`config.mk`:
```
export PLATFORM = sky130hd
export DESIGN_NAME = pulse_period_mon
export DESIGN_NICKNAME = d
export VERILOG_FILES = /design/src/rtl/pulse_period_mon.sv
export SDC_FILE = /design/constraint.sdc
export NUM_CORES = 1
export LEC_CHECK = 0
export BUFFER_PORTS_ARGS = -buffer_cell sky130_fd_sc_hd__buf_2
export CORE_ASPECT_RATIO = 0.5
export CORE_MARGIN = 2
export CORE_UTILIZATION = 53
export CTS_BUF_LIST = sky130_fd_sc_hd__clkbuf_8
export CTS_CLUSTER_SIZE = 40
export DETAILED_ROUTE_END_ITERATION = 8
export PLACE_DENSITY = 0.78
export SYNTH_ARGS = -nofsm -noshare
export SYNTH_HDL_FRONTEND = slang
export SYNTH_SLANG_ARGS = --single-unit
export TNS_END_PERCENT = 100
```
`constraint.sdc`:
```
create_clock -name clk -period 2.2 [get_ports clk]
set_input_delay 0.44 -clock clk [delete_from_list [all_inputs] [get_ports clk]]
set_output_delay 0.44 -clock clk [all_outputs]
set_load 0.01 [all_outputs]
```
`src/rtl/pulse_period_mon.sv`:
```
// Periodic pulse monitor: measures the distance between sig_in pulses, locks after LOCK_N good
// intervals and flags early/late pulses. Define PULSE_MON_STICKY_ERR_EN to make err sticky until rst.
module pulse_period_mon #(
    parameter int PERIOD = 20001,
    parameter int TOL    = 2,
    parameter int LOCK_N = 3,
    parameter int CBITS  = 15
) (
    input  logic             clk,
    input  logic             rst,
    input  logic             sig_in,
    output logic             locked,
    output logic             early,
    output logic             late,
    output logic             err,
    output logic [7:0]       miss_cnt,
    output logic [CBITS-1:0] interval
);

    localparam logic [1:0] HUNT   = 2'd0;
    localparam logic [1:0] TRACK  = 2'd1;
    localparam logic [1:0] LOCKED = 2'd2;

    localparam int GBITS = (LOCK_N < 2) ? 1 : $clog2(LOCK_N + 1);

    localparam logic [CBITS-1:0] LO_LIM  = CBITS'(PERIOD - TOL);
    localparam logic [CBITS-1:0] HI_LIM  = CBITS'(PERIOD + TOL);
    localparam logic [CBITS-1:0] CNT_MAX = {CBITS{1'b1}};
    localparam logic [CBITS-1:0] CNT_ONE = CBITS'(1);
    localparam logic [GBITS-1:0] GOOD_TARGET = GBITS'(LOCK_N);
    localparam logic [GBITS-1:0] GOOD_ONE    = GBITS'(1);

    logic [1:0]       r_state;
    logic [CBITS-1:0] r_cnt;
    logic [GBITS-1:0] r_good;
    logic             r_locked;
    logic             r_early;
    logic             r_late;
    logic             r_err;
    logic [7:0]       r_miss;
    logic [CBITS-1:0] r_interval;

    logic             w_tracking;
    logic             w_pulse_chk;
    logic             w_early_ev;
    logic             w_late_ev;
    logic             w_good_ev;
    logic             w_miss_ev;
    logic [GBITS-1:0] w_good_inc;
    logic [1:0]       w_state_nxt;
    logic [GBITS-1:0] w_good_nxt;

    assign w_tracking  = (r_state == TRACK) || (r_state == LOCKED);
    assign w_pulse_chk = sig_in & w_tracking;
    assign w_early_ev  = w_pulse_chk & (r_cnt < LO_LIM);
    assign w_good_ev   = w_pulse_chk & (r_cnt >= LO_LIM) & (r_cnt <= HI_LIM);
    // A pulse landing exactly on PERIOD+TOL is good, so late needs the pulse to be absent.
    assign w_late_ev   = ~sig_in & w_tracking & (r_cnt == HI_LIM);
    assign w_miss_ev   = w_early_ev | w_late_ev;
    assign w_good_inc  = r_good + GOOD_ONE;

    // Next-state and good-interval count.
    always_comb begin
        w_state_nxt = r_state;
        w_good_nxt  = r_good;
        case (r_state)
            HUNT: begin
                if (sig_in) begin
                    w_state_nxt = TRACK;
                    w_good_nxt  = '0;
                end else begin
                    w_state_nxt = HUNT;
                end
            end
            TRACK, LOCKED: begin
                if (w_early_ev) begin
                    w_state_nxt = TRACK;
                    w_good_nxt  = '0;
                end else if (w_good_ev) begin
                    if (r_state == LOCKED) begin
                        w_state_nxt = LOCKED;
                    end else if (w_good_inc == GOOD_TARGET) begin
                        w_state_nxt = LOCKED;
                        w_good_nxt  = w_good_inc;
                    end else begin
                        w_state_nxt = TRACK;
                        w_good_nxt  = w_good_inc;
                    end
                end else if (w_late_ev || sig_in) begin
                    w_state_nxt = HUNT;
                    w_good_nxt  = '0;
                end else begin
                    w_state_nxt = r_state;
                end
            end
            default: begin
                w_state_nxt = HUNT;
                w_good_nxt  = '0;
            end
        endcase
    end

    // State, interval counter and registered status outputs.
    always_ff @(posedge clk) begin
        if (rst) begin
            r_state    <= HUNT;
            r_cnt      <= '0;
            r_good     <= '0;
            r_locked   <= 1'b0;
            r_early    <= 1'b0;
            r_late     <= 1'b0;
            r_err      <= 1'b0;
            r_miss     <= 8'd0;
            r_interval <= '0;
        end else begin
            r_state  <= w_state_nxt;
            r_good   <= w_good_nxt;
            r_locked <= (w_state_nxt == LOCKED);
            r_early  <= w_early_ev;
            r_late   <= w_late_ev;
            if (sig_in) begin
                r_cnt <= CNT_ONE;
            end else if (r_cnt != CNT_MAX) begin
                r_cnt <= r_cnt + CNT_ONE;
            end else begin
                r_cnt <= r_cnt;
            end
            if (w_pulse_chk) begin
                r_interval <= r_cnt;
            end else begin
                r_interval <= r_interval;
            end
            if (w_miss_ev && (r_miss != 8'hFF)) begin
                r_miss <= r_miss + 8'd1;
            end else begin
                r_miss <= r_miss;
            end
`ifdef PULSE_MON_STICKY_ERR_EN
            r_err <= r_err | w_miss_ev;
`else
            r_err <= w_miss_ev;
`endif
        end
    end

    assign locked   = r_locked;
    assign early    = r_early;
    assign late     = r_late;
    assign err      = r_err;
    assign miss_cnt = r_miss;
    assign interval = r_interval;

endmodule

```
Yosys cells after proc, flatten, opt, wreduce, memory -nomap -nowiden
Cells that the tools add are included.
{ "totals": {"ff_bits": 46, "latch_bits": 0, "mem_bits_rw": 0, "rom_bits": 0, "in_bits": 3, "out_inout_bits": 27, "wordCells": 57, "memories": 0} }
{ "classes": {"add_sub_neg": 3, "mul": 0, "n_div": 0, "order_cmp": 3, "eq_ne": 10, "n_shift": 0, "muxes": 15, "bitwise": 8, "n_reduce_logical": 8} }
{ "op_table": {"columns": ["operator", "n"], "rows": [
  ["2-bit 2-to-1 mux", 10],
  ["15-bit by 1-bit adder with 15-bit output, second input constant", 1],
  ["15-bit == test, second input constant", 1],
  ["15-bit greater-or-equal comparator, second input constant", 1],
  ["15-bit less-or-equal comparator, second input constant", 1],
  ["15-bit < comparator, second input constant", 1],
  ["15-bit inequality test, second input constant", 1],
  ["8-bit by 1-bit adder with 8-bit output, second input constant", 1],
  ["4-bit inequality test, second input constant", 2],
  ["8-bit inequality test, second input constant", 1],
  ["2-bit one-hot mux with 2 select lines", 2],
  ["1-bit bitwise AND", 6],
  ["2-bit == test, second input constant", 3],
  ["2-bit OR reduction", 2],
  ["1-bit 2-to-1 mux", 3],
  ["3-bit AND reduction", 1],
  ["2-bit by 1-bit adder with 2-bit output, second input constant", 1],
  ["2-bit by 1-bit == test with 1-bit output, second input constant", 1],
  ["2-bit logical NOT", 1],
  ["1-bit logical OR", 2],
  ["2-bit inequality test, second input constant", 1],
  ["2-bit nonzero test", 1],
  ["1-bit logical AND", 1],
  ["1-bit NOT", 1],
  ["1-bit OR", 1]
]} }

Longest topological paths before layout
Gate-level depths: netlist of run 1.
{ "depth": {"word_depth": 10, "depth_mapped": 8, "ltp_nobuf": 7} }

Least setup slack after synthesis of run 1
No wires, ideal clock.
{ "synth_path": {"path_type": "reg2reg", "start": "reg r_state[0]", "end": "reg r_miss[4] (netlist: miss_cnt[4])", "setup_ns": 0.123, "t_arrival_ns": 2.035, "required_ns": 2.077, "setup_slack_ns": 0.042, "stages_incl_launch_ff": 9, "path_buffers": 1, "period_less_slack_ns": 2.158, "cell_sequence": "dfxtp_1 -> inv_1 -> ha_1 -> nand2_1 -> a211o_1 -> buf_2 -> a211oi_1 -> nand3_1 -> mux2_1"} }
{ "synth_between": {"elab_chain_len": 6} }
{ "synth_lines": {"columns": ["item", "line", "rtl"], "rows": [
  ["from (decl)", "33", "logic [1:0] r_state;"],
  ["from (signal assigned)", "116", "r_state <= w_state_nxt;"],
  ["2-bit by 1-bit == test with 1-bit output / 2-bit == test (equally long branches)", "53", "assign w_tracking = (r_state == TRACK) || (r_state == LOCKED);"],
  ["1-bit logical OR (*)", "53", null],
  ["1-bit bitwise AND, on equally long branches", "54, 58", null],
  ["1-bit bitwise AND, on equally long branches", "55, 58", null],
  ["1-bit OR (*)", "59", "assign w_miss_ev = w_early_ev | w_late_ev;"],
  ["1-bit logical AND (*)", "133", "if (w_miss_ev && (r_miss != 8'hFF)) begin"],
  ["to (signal assigned)", "134", "r_miss <= r_miss + 8'd1;"],
  ["to (signal assigned)", "136", "r_miss <= r_miss;"],
  ["to (decl)", "40", "logic [7:0] r_miss;"]
]} }
Mark *: on every way between the ends. The rest lies on a longest branch, timed or not.
A chain may end at the register's enable or synchronous reset.

Final worst setup path of run 1
{ "layout_path": {"start": "reg r_cnt[8]", "end": "reg r_miss[7] (netlist: miss_cnt[7])"} }
{ "layout_between": {"elab_chain_len": 4} }
{ "layout_lines": {"columns": ["item", "line", "rtl"], "rows": [
  ["from (decl)", "34", "logic [CBITS-1:0] r_cnt;"],
  ["from (signal assigned)", "124", "r_cnt <= r_cnt + CNT_ONE;"],
  ["from (signal assigned)", "126", "r_cnt <= r_cnt;"],
  ["15-bit < comparator / 15-bit == test (equally long branches)", "55, 58", null],
  ["1-bit bitwise AND, on equally long branches", "55, 58", null],
  ["1-bit OR (*)", "59", null],
  ["1-bit logical AND (*)", "133", null]
]} }
Marks and branches as above.

==> results of run 1 <==
-- power by group through the flow --
stage / clock [uW] / sequential [uW] / combinational [uW]
global route: 817 / 845 / 87.6
CTS: 773 / 843 / 76.6
global placement: 0 / 863 / 74.5
detailed placement: 0 / 863 / 75.2
floorplan: 0 / 865 / 50.3
finish: 765 / 843 / 78.1
-- flip-flops by register name, summed over array words and instances (netlist names), 2 cells and up --
register	count
r_good	2
r_cnt	15
miss_cnt	8
interval	15
r_state	2
-- cell type report --
type,instances,area [sq um]
Fill cell,319,1280
Multi-Input combinational cell,198,1140
Sequential cell,46,923
Timing Repair Buffer,51,310
Clock buffer,6,82.6
Tap cell,54,67.6
Clock inverter,2,60.1
Inverter,5,18.8
-- worst paths after layout --
path                    start           to  slack [ps]
hold reg to reg   interval[0]  interval[0]         450
setup / recovery     r_cnt[8]  miss_cnt[7]           9
setup reg to reg     r_cnt[8]  miss_cnt[7]           9
hold / removal    interval[0]  interval[0]         450
-- layout by cell type, fill, tap and decap left out, types with 4 or more instances in the layout --
cell | synthesis | final
a21oi_1 | 26 | 25
and2_1 | 4 | 4
nand3_1 | 9 | 9
a31oi_1 | 4 | 4
dfxtp_1 | 46 | 44
nor3_1 | 6 | 6
ha_1 | 6 | 6
nor2_1 | 32 | 32
nand2_1 | 51 | 51
o21ai_0 | 5 | 5
clkbuf_8 | 0 | 6
nand4_1 | 5 | 5
buf_4 | 0 | 22
buf_2 | 3 | 29
xor2_1 | 5 | 5
inv_1 | 5 | 5
xnor2_1 | 9 | 9
-- per-stage QoR --
step / total power [uW] / hold WS [ps] / TNS [ps] / util [%] / setup WS [ps]
2_1_floorplan: 915 / 444 / 0 / - / 41.5
3_3_place_gp: 937 / 441 / 0 / 62.0 / 138
3_5_place_dp: 938 / 445 / 0 / 62.0 / 55.8
4_1_cts: 1690 / 456 / 0 / 65.7 / 17.6
5_1_grt: 1750 / 469 / -53.2 / 67.1 / -46.9
6_report: 1690 / 454 / 0 / 67.1 / 8.75
-- cell families after synthesis --
kind of cell	Yosys count
AO/OA/AOI/OAI	49
multiplexers	2
XOR/XNOR	14
adder cells (fa/ha/maj)	6
flip-flops	46
buffers and inverters	20
AND/OR/NAND/NOR	127
-- worst min-delay path: stages (launching register included) --
cell and delay [ps]:
dfxtp_1 310, nand2_1 50, a21oi_1 50
-- what timing repair did --
item / CTS / global route
setup buffers: 0 / 5
resized for setup: 0 / 6
hold buffers: 0 / 0
hold endpoints to repair: 0 / 0
endpoints found under the setup margin: 0 / 10
-- per-layer routing --
layer | up-vias | GRT usage, % | part of all wire (%)
met3 | 4 | 5.56 | 5.0
met4 | 0 | 9.42 | 0.79
met1 | 898 | 28.4 | 49
met2 | 55 | 33.1 | 45
li1 | 987 | - | -
met5 | - | 0 | 0
==> metrics.md, run 1 <==
| Metric | Value |
|---|---|
| Avg Synthesized Cell Area | 8.09 sq um |
| CTS tree | built |
| Seq/Total Area, Yosys | 43.1% |
| Leading area contributor after synthesis | dfxtp_1 |
| IO Pins | 30 |
| Largest cells by area after synthesis | dfxtp_1 (43%), nand2_1 (9.0%), a21oi_1 (6.1%), nor2_1 (5.6%), xnor2_1 (3.7%) |
| CP Launch Type | register |
| WP data arrival | 2430 ps |
| Number of global-route vias before repair | 1722 |
| First DRT Iteration DRCs | 141 |
| Setup violators final | 0 |
| Gr ovfl total | 0 |
| Initial Utilization | 55.0% |
| Post-synthesis adder-cell area fraction | 3.51% |
| Post-route ant nets | 0 |
| Pwr dens | 647 nW/um^2 |
| Max transition margin | 71.6% |
| Core ar. | 3880 sq um |
| Max Slew Vio Count | 0 |
| Leak | 0.00106 uW |
| Clk Latency, worst-skew pair | 300 ps |
| Die Span Y | 48.9 um |
| Critical-path cell list | or4_4, nor2_4, nand4b_4, a21o_1, or4_1, a21oi_2 |
| Via count | 1944 |
| Wirelength per Cell | 13.3 um |
| Seq cells post-synth | 46 |
| Post-synth ARST share | 0% |
| Min Clock Period, post-route | 2190 ps |
| Via-per-instance ratio | 5.37 |
| Clock Tree Buf Depth | 2 |
| Status | complete, no violations |
| Die area | 4580 sq um |
| Synth Instances | 264 |
| CP bufs+invs | 0 |
| YS warnings | 0 |
| Crit. path cell count | 6 |
| DRC Markers | 0 |
| Psw | 336 uW |
| Critical path required time | 2440 ps |
| Crit-path max FO | 6 |
| All-Layer GR Usage | 21.4% |
| Worst path top cell family by delay | simple AND/OR/NAND/NOR gates |
| Layout cells sized above 1 | 23.7% |
| Part of the power in combinational logic | 4.6% |
| Fin nets | 316 |
| Worst Reg-to-Reg Cells | 6 |
| CTS clk-pin slew, worst paths | 80 ps |
| Finished Cell Area | 2610 sq um |
| Worst slew pin tran | 427 ps |
| Synth-to-Final Area Change | 22.0% |
| First-pass GRT wire length | 7710 um |
| HP Class | reg2reg |
| IO Port Bufs | 29 |
| Max-cap violations | 0 |
| Compound-Gate Fraction of Synth Area | 13.7% |
| # H-tree levels | 2 |
| WL final | 4820 um |
| Crit-path slowest cell | or4_4 |
| Cts bufs inserted | 5 |
| DP Area | 2410 sq um |
| Non-Filler Instances | 362 |
| Placed cell count | 349 |
| Worst Skew | 5.38 ps |
| Final period utilization | 99.6% |
| Synth top area share | 43.1% |
| Synth Area in XOR/XNOR | 5.74% |
| Clk network pwr share | 45.4% |
| Top_reg_cell synth | dfxtp_1 |
| Pre-antenna DRT Iters | 4 |
| Crit Path Class | reg2reg |
| Mux cell area share after synthesis | 0.996% |
| Initial antenna violation count | 0 |
| Clk sinks | 46 |
| Synthesized Nets | 273 |
| Pint | 1350 uW |
| Maximum VDD drop | 0.000364 V |
| Max frequency | 456 MHz |
| # diodes | 0 |
| Top-count cell post-synth | nand2_1 |
| Critical Path Sink Type | register |
| Seq pwr share | 50.0% |
| Hold Crit Depth | 2 |
| Main combinational cell family by area after synthesis | simple AND/OR/NAND/NOR gates |
| Fraction of power spent switching nets | 19.9% |
| Delay of the slowest critical-path stage | 550 ps |
| Largest net degree at the start of global routing | 32 |
| Top post-synthesis cells by count | nand2_1 (51), dfxtp_1 (46), nor2_1 (32) |
| CTS Root Buffer Type | clkbuf_8 |
| Placer Congestion | 0.914 |
| Post-synth EDFFs | 0 |
| Simple-gate area share of the yosys netlist | 28.9% |
| Final hold violations | 0 |
| Row cnt | 16 |
| Yosys cell types | 44 |
| Die width | 93.8 um |
| Post-DP HPWL | 3240 um |
| Cell area after synthesis | 2140 sq um |
(Power assumes the default switching activity.)
==> run 2, diff against run 1 <==
--- a/config.mk
+++ b/config.mk
@@ -5,10 +5,11 @@
 export SDC_FILE = /design/constraint.sdc
 export NUM_CORES = 1
 export LEC_CHECK = 0
+export ABC_AREA = 1
 export BUFFER_PORTS_ARGS = -buffer_cell sky130_fd_sc_hd__buf_2
 export CORE_ASPECT_RATIO = 0.5
 export CORE_MARGIN = 2
-export CORE_UTILIZATION = 53
+export CORE_UTILIZATION = 54
 export CTS_BUF_LIST = sky130_fd_sc_hd__clkbuf_8
 export CTS_CLUSTER_SIZE = 40
 export DETAILED_ROUTE_END_ITERATION = 8
==> metrics.md, run 2 <==
| Metric | Value |
|---|---|
| Leading area contributor after synthesis | dfxtp_1 |
| FF-to-FF setup slack | 220 ps |
| Max frequency | 506 MHz |
| Cell area after synthesis | 2290 sq um |
| Initial antenna violation count | 0 |
| Placer Congestion | 0.952 |
| WP data arrival | 2180 ps |
| Most frequent cells in the layout | nand2_1 (52), inv_1 (48), dfxtp_1 (46) |
| Post-route ant nets | 0 |
| Clock Tree Buf Depth | 2 |
| # hold bufs at CTS | 0 |
| Seq cells post-synth | 46 |
| Clk Latency, worst-skew pair | 310 ps |
| Synth top area share | 40.1% |
| Die Span Y | 50.1 um |
| Via count | 2100 |
| Pre-antenna DRT Iters | 4 |
| Clk sinks | 46 |
| Worst Reg-to-Reg Cells | 12 |
| Finished Cell Area | 2590 sq um |
| Non-Filler Instances | 410 |
| Seq/Total Area, Yosys | 40.1% |
| Yosys cell types | 31 |
| Fin nets | 364 |
| Max-cap violations | 0 |
| Core Util, Final | 65.1% |
| Crit Path Class | reg2reg |
| Gr ovfl total | 0 |
| Worst slew pin tran | 631 ps |
| HP Class | in2reg |
| Post-synth EDFFs | 0 |
| Unrepaired setup endpoints after global routing | no |
| Via-per-instance ratio | 5.12 |
| CTS Root Buffer Type | clkbuf_8 |
| Final setup TNS | 0 ps |
| IO Port Bufs | 29 |
| IO Pins | 30 |
| Synthesized Nets | 332 |
| Register area | 921 sq um |
| Worst Skew | 10.1 ps |
| Critical path required time | 2400 ps |
| Max transition margin | 57.9% |
| All-Layer GR Usage | 23.6% |
| YS warnings | 0 |
| Maximum VDD drop | 0.000279 V |
| Multi-input gate area in the final layout | 1140 sq um |
| Worst setup path start | r_cnt[0] |
| FILL cells | 354 |
| Critical Path Sink Type | register |
| First DRT Iteration DRCs | 88 |
| Number of global-route vias before repair | 1927 |
| Setup violators final | 0 |
| Synth Instances | 323 |
| # diodes | 0 |
| Final period utilization | 89.9% |
| Cts bufs inserted | 5 |
| Wirelength per Cell | 12.2 um |
| First-pass GRT wire length | 8810 um |
| Post-synth ARST share | 0% |
| Post-CTS Repair Setup Buffers | 0 |
| Layout cells sized above 1 | 18.8% |
| WL final | 5020 um |
| CTS clk-pin slew, worst paths | 90 ps |
| Largest cells by area after synthesis | dfxtp_1 (40%), nand2_1 (8.5%), inv_1 (7.9%), nor2_1 (6.2%), a21oi_1 (5.9%) |
| CTS tree | built |
| Crit-path max FO | 6 |
| Worst r2r src | r_cnt[0] |
| CP Launch Type | register |
| Core ar. | 3980 sq um |
| Initial Utilization | 57.6% |
| Avg Synthesized Cell Area | 7.10 sq um |
| DRC Markers | 0 |
| Synth-to-Final Area Change | 13.0% |
| CP endpoint | r_cnt[9] |
| Top post-synthesis cells by count | nand2_1 (52), inv_1 (48), dfxtp_1 (46) |
| Leak | 0.00117 uW |
| Min Clock Period, post-route | 1980 ps |
| Post-CTS sizing | 0 |
| DP Area | 2500 sq um |
| Top-count cell post-synth | nand2_1 |
| # H-tree levels | 2 |
| Hold Crit Depth | 2 |
| Pwr dens | 597 nW/um^2 |
| Die area | 4820 sq um |
| Post-DP HPWL | 3790 um |
| Max Slew Vio Count | 0 |
| Largest net degree at the start of global routing | 28 |
| Status | complete, no violations |
| Final hold violations | 0 |
| Row cnt | 16 |
| Die width | 96.2 um |
| FF-to-FF End | r_cnt[9] |
| Placed cell count | 402 |
| Most common cell after layout, fill and taps aside | nand2_1 |
| Top_reg_cell synth | dfxtp_1 |
## run 2: worst max-delay path, cell delays in order (launching register included)
cell      delay [ps]
dfxtp_1          420
ha_1             240
nand2_1          110
inv_1            100
nand3_1          130
nor2_2           170
nand3_2          130
nor2_4           200
nor3_2            90
nand2_1           90
nand2_1           50
o211ai_1          80
inv_1             50
## run 2: power breakdown
part	switching (uW)	internal [uW]	total, uW
combinational	77.9	43.3	121
clock	304	253	557
sequential	13.6	856	870
total	395	1150	1550
## run 2: area by class of cell
cell class / instances / share of cell area (%)
timing repair buffer: 31 / 6.17
sequential: 46 / 35.5
clock buffer: 6 / 3.18
clock inverter: 2 / 0.482
inverter: 55 / 7.96
multi-input combinational: 216 / 44.1
tap: 54 / 2.60
## run 2: cells by family (layout without fill, tap and decap cells)
kind of cell	Yosys count	after routing	share of synthesized area, %
simple gates	141	141	29.4
compound gates	63	63	14.9
buf+inv	61	94	10.0
flops	46	46	40.1
fa+ha+maj	6	6	3.27
xor+xnor	6	6	2.29
## run 2: routing by layer
metal / part of all wire (%) / routed length, um / global-route usage, % / vias up
met5: 0 / 0 / 0 / -
met4: 0.86 / 43 / 6.90 / 0
met3: 4.1 / 208 / 5.96 / 5
met2: 44 / 2200 / 37.0 / 37
met1: 51 / 2560 / 32.0 / 958
li1: - / - / - / 1100
## run 2: metrics by stage
stage	power, uW	hold WS, ps	setup WS, ps
after CTS	1550	406	251
after global placement	1010	458	282
after detailed placement	1010	478	289
final	1550	407	223
after floorplan	970	468	463
after global routing	1600	416	43.2
## run 2: worst min path at each step
stage                start          end  slack [ps]
2_1_floorplan     r_cnt[3]     r_cnt[4]         470
3_3_place_gp   interval[2]  interval[2]         460
3_5_place_dp   interval[6]  interval[6]         480
4_1_cts                rst   r_state[0]         410
5_1_grt                rst  miss_cnt[6]         420
6_report               rst   r_state[0]         410
==> run 3, diff against run 2 <==
--- a/config.mk
+++ b/config.mk
@@ -7,7 +7,7 @@
 export LEC_CHECK = 0
 export ABC_AREA = 1
 export BUFFER_PORTS_ARGS = -buffer_cell sky130_fd_sc_hd__buf_2
-export CORE_ASPECT_RATIO = 0.5
+export CAP_MARGIN = 20
 export CORE_MARGIN = 2
 export CORE_UTILIZATION = 54
 export CTS_BUF_LIST = sky130_fd_sc_hd__clkbuf_8
==> metrics.md, run 3 (synthesis results as in run 2) <==
| Metric | Value |
|---|---|
| Status | complete, no violations |
| Core ar. | 4060 sq um |
| Pwr Total | 1640 uW |
| Crit-path max FO | 6 |
| Die Span Y | 69.2 um |
| Initial Utilization | 56.6% |
| Pre-antenna DRT Iters | 4 |
| CTS clk-pin slew, worst paths | 90 ps |
| Final hold violations | 0 |
| Most common cell after layout, fill and taps aside | nand2_1 |
| Crit-path slowest cell | dfxtp_1 |
| Gr ovfl total | 0 |
| Layout cells sized above 1 | 19.0% |
| CTS Root Buffer Type | clkbuf_8 |
| Max transition margin | 62.2% |
| Clock Tree Buf Depth | 2 |
| Post-CTS Repair Setup Buffers | 0 |
| Clk Latency, worst-skew pair | 310 ps |
| Max Slew Vio Count | 0 |
| Worst path top cell family by delay | simple AND/OR/NAND/NOR gates |
| Initial antenna violation count | 0 |
| WL final | 4980 um |
| Via count | 2126 |
| # hold bufs at CTS | 0 |
| Worst Skew | 7.64 ps |
| Pwr dens | 626 nW/um^2 |
| # diodes | 0 |
| CP bufs+invs | 2 |
| Placer Congestion | 0.899 |
| Delay of the slowest critical-path stage | 410 ps |
| Psw | 395 uW |
| Cts bufs inserted | 5 |
| Post-DP HPWL | 3690 um |
| Seq pwr share | 53.1% |
| Setup violators final | 0 |
| Wirelength per Cell | 12.2 um |
| HP Class | in2reg |
| Unrepaired setup endpoints after global routing | no |
| CTS tree | built |
| CP Launch Type | register |
| IO Port Bufs | 29 |
| First-pass GRT wire length | 8760 um |
| Synth-to-Final Area Change | 13.9% |
| Clk network pwr share | 39.3% |
| Via-per-instance ratio | 5.22 |
| Critical-path cell list | ha_1, nand2_1, inv_1, nand3_1, nor2_2, nand3_2, nor2_4, nor3_2, nand2_1, o21ai_0, nand3_1, inv_1 |
| Most frequent cells in the layout | nand2_1 (52), inv_1 (48), dfxtp_1 (46) |
| Critical path required time | 2410 ps |
| Fin nets | 365 |
| Maximum VDD drop | 0.000341 V |
| All-Layer GR Usage | 22.2% |
| Min Clock Period, post-route | 1980 ps |
| Worst slew pin tran | 562 ps |
| Final period utilization | 90.1% |
| Leak | 0.00119 uW |
| Part of the power in combinational logic | 7.5% |
| Fraction of power spent switching nets | 24.1% |
| Row cnt | 23 |
| Max-cap violations | 0 |
| # H-tree levels | 2 |
| Die area | 4790 sq um |
| Critical Path Sink Type | register |
| Number of global-route vias before repair | 1966 |
| Crit Path Class | reg2reg |
| First DRT Iteration DRCs | 180 |
| Post-CTS sizing | 0 |
| Final setup TNS | 0 ps |
| Largest net degree at the start of global routing | 28 |
| Post-route ant nets | 0 |
| WP data arrival | 2190 ps |
| DRC Markers | 0 |
| IO Pins | 30 |
| Pint | 1240 uW |
| Clk sinks | 46 |
| Max frequency | 504 MHz |
| Die width | 69.2 um |
-- run 3: cell count changes in the layout (fill, tap and decap cells not counted) --
cell	before	now
clkinvlp_4	1	0
inv_6	0	1
buf_4	2	3
clkbuf_8	6	5
bufinv_16	0	1
-- run 3: area by class of cell --
cell class	count	area (sq um)
Sequential cell	46	921
Clock inverter	3	43.8
Tap cell	50	62.6
Inverter	55	206
Timing Repair Buffer	32	168
Clock buffer	5	68.8
Fill cell	347	1440
Multi-Input combinational cell	216	1140
-- run 3: power groups by stage --
stage	Combinational [uW]	Sequential, uW	Clock (uW)
floorplan	74.2	896	0
global placement	120	889	0
detailed placement	123	889	0
CTS	124	870	657
global route	143	873	691
finish	123	870	644
-- run 3: through the flow --
| stage | area, sq um | hold slack (ps) | utilization (%) | std cells | worst slack, ps |
|---|---|---|---|---|---|
| 2_1_floorplan | 2290 | 468 | - | 323 | 463 |
| 3_3_place_gp | 2500 | 463 | 61.6 | 399 | 290 |
| 3_5_place_dp | 2500 | 472 | 61.6 | 399 | 276 |
| 4_1_cts | 2610 | 409 | 64.4 | 407 | 237 |
| 5_1_grt | 2610 | 422 | 64.4 | 407 | 37.2 |
| 6_report | 2610 | 410 | 64.4 | 407 | 217 |
-- run 3: path summary, 6_finish.rpt --
check | from | endpoint | slack, ps | depth (start not counted)
max | r_cnt[0] | r_cnt[11] | 220 | 12
min | rst | miss_cnt[7] | 410 | 2
max reg2reg | r_cnt[0] | r_cnt[11] | 220 | 12
min reg2reg | interval[10] | interval[10] | 490 | 2
-- run 3: per-layer routing --
layer / GRT usage, % / share of wire (%) / vias up
li1: - / - / 1106
met1: 31.0 / 49 / 960
met4: 8.28 / 1.4 / 0
met2: 33.9 / 44 / 54
met5: 0 / 0 / -
met3: 4.51 / 5.3 / 6
-- run 3: worst register-to-register path, cell delays in order (launching register included) --
cell and delay, ps:
dfxtp_1 410, ha_1 240, nand2_1 110, inv_1 100, nand3_1 140, nor2_2 180, nand3_2 120, nor2_4 200
nor3_2 90, nand2_1 80, o21ai_0 90, nand3_1 80, inv_1 40
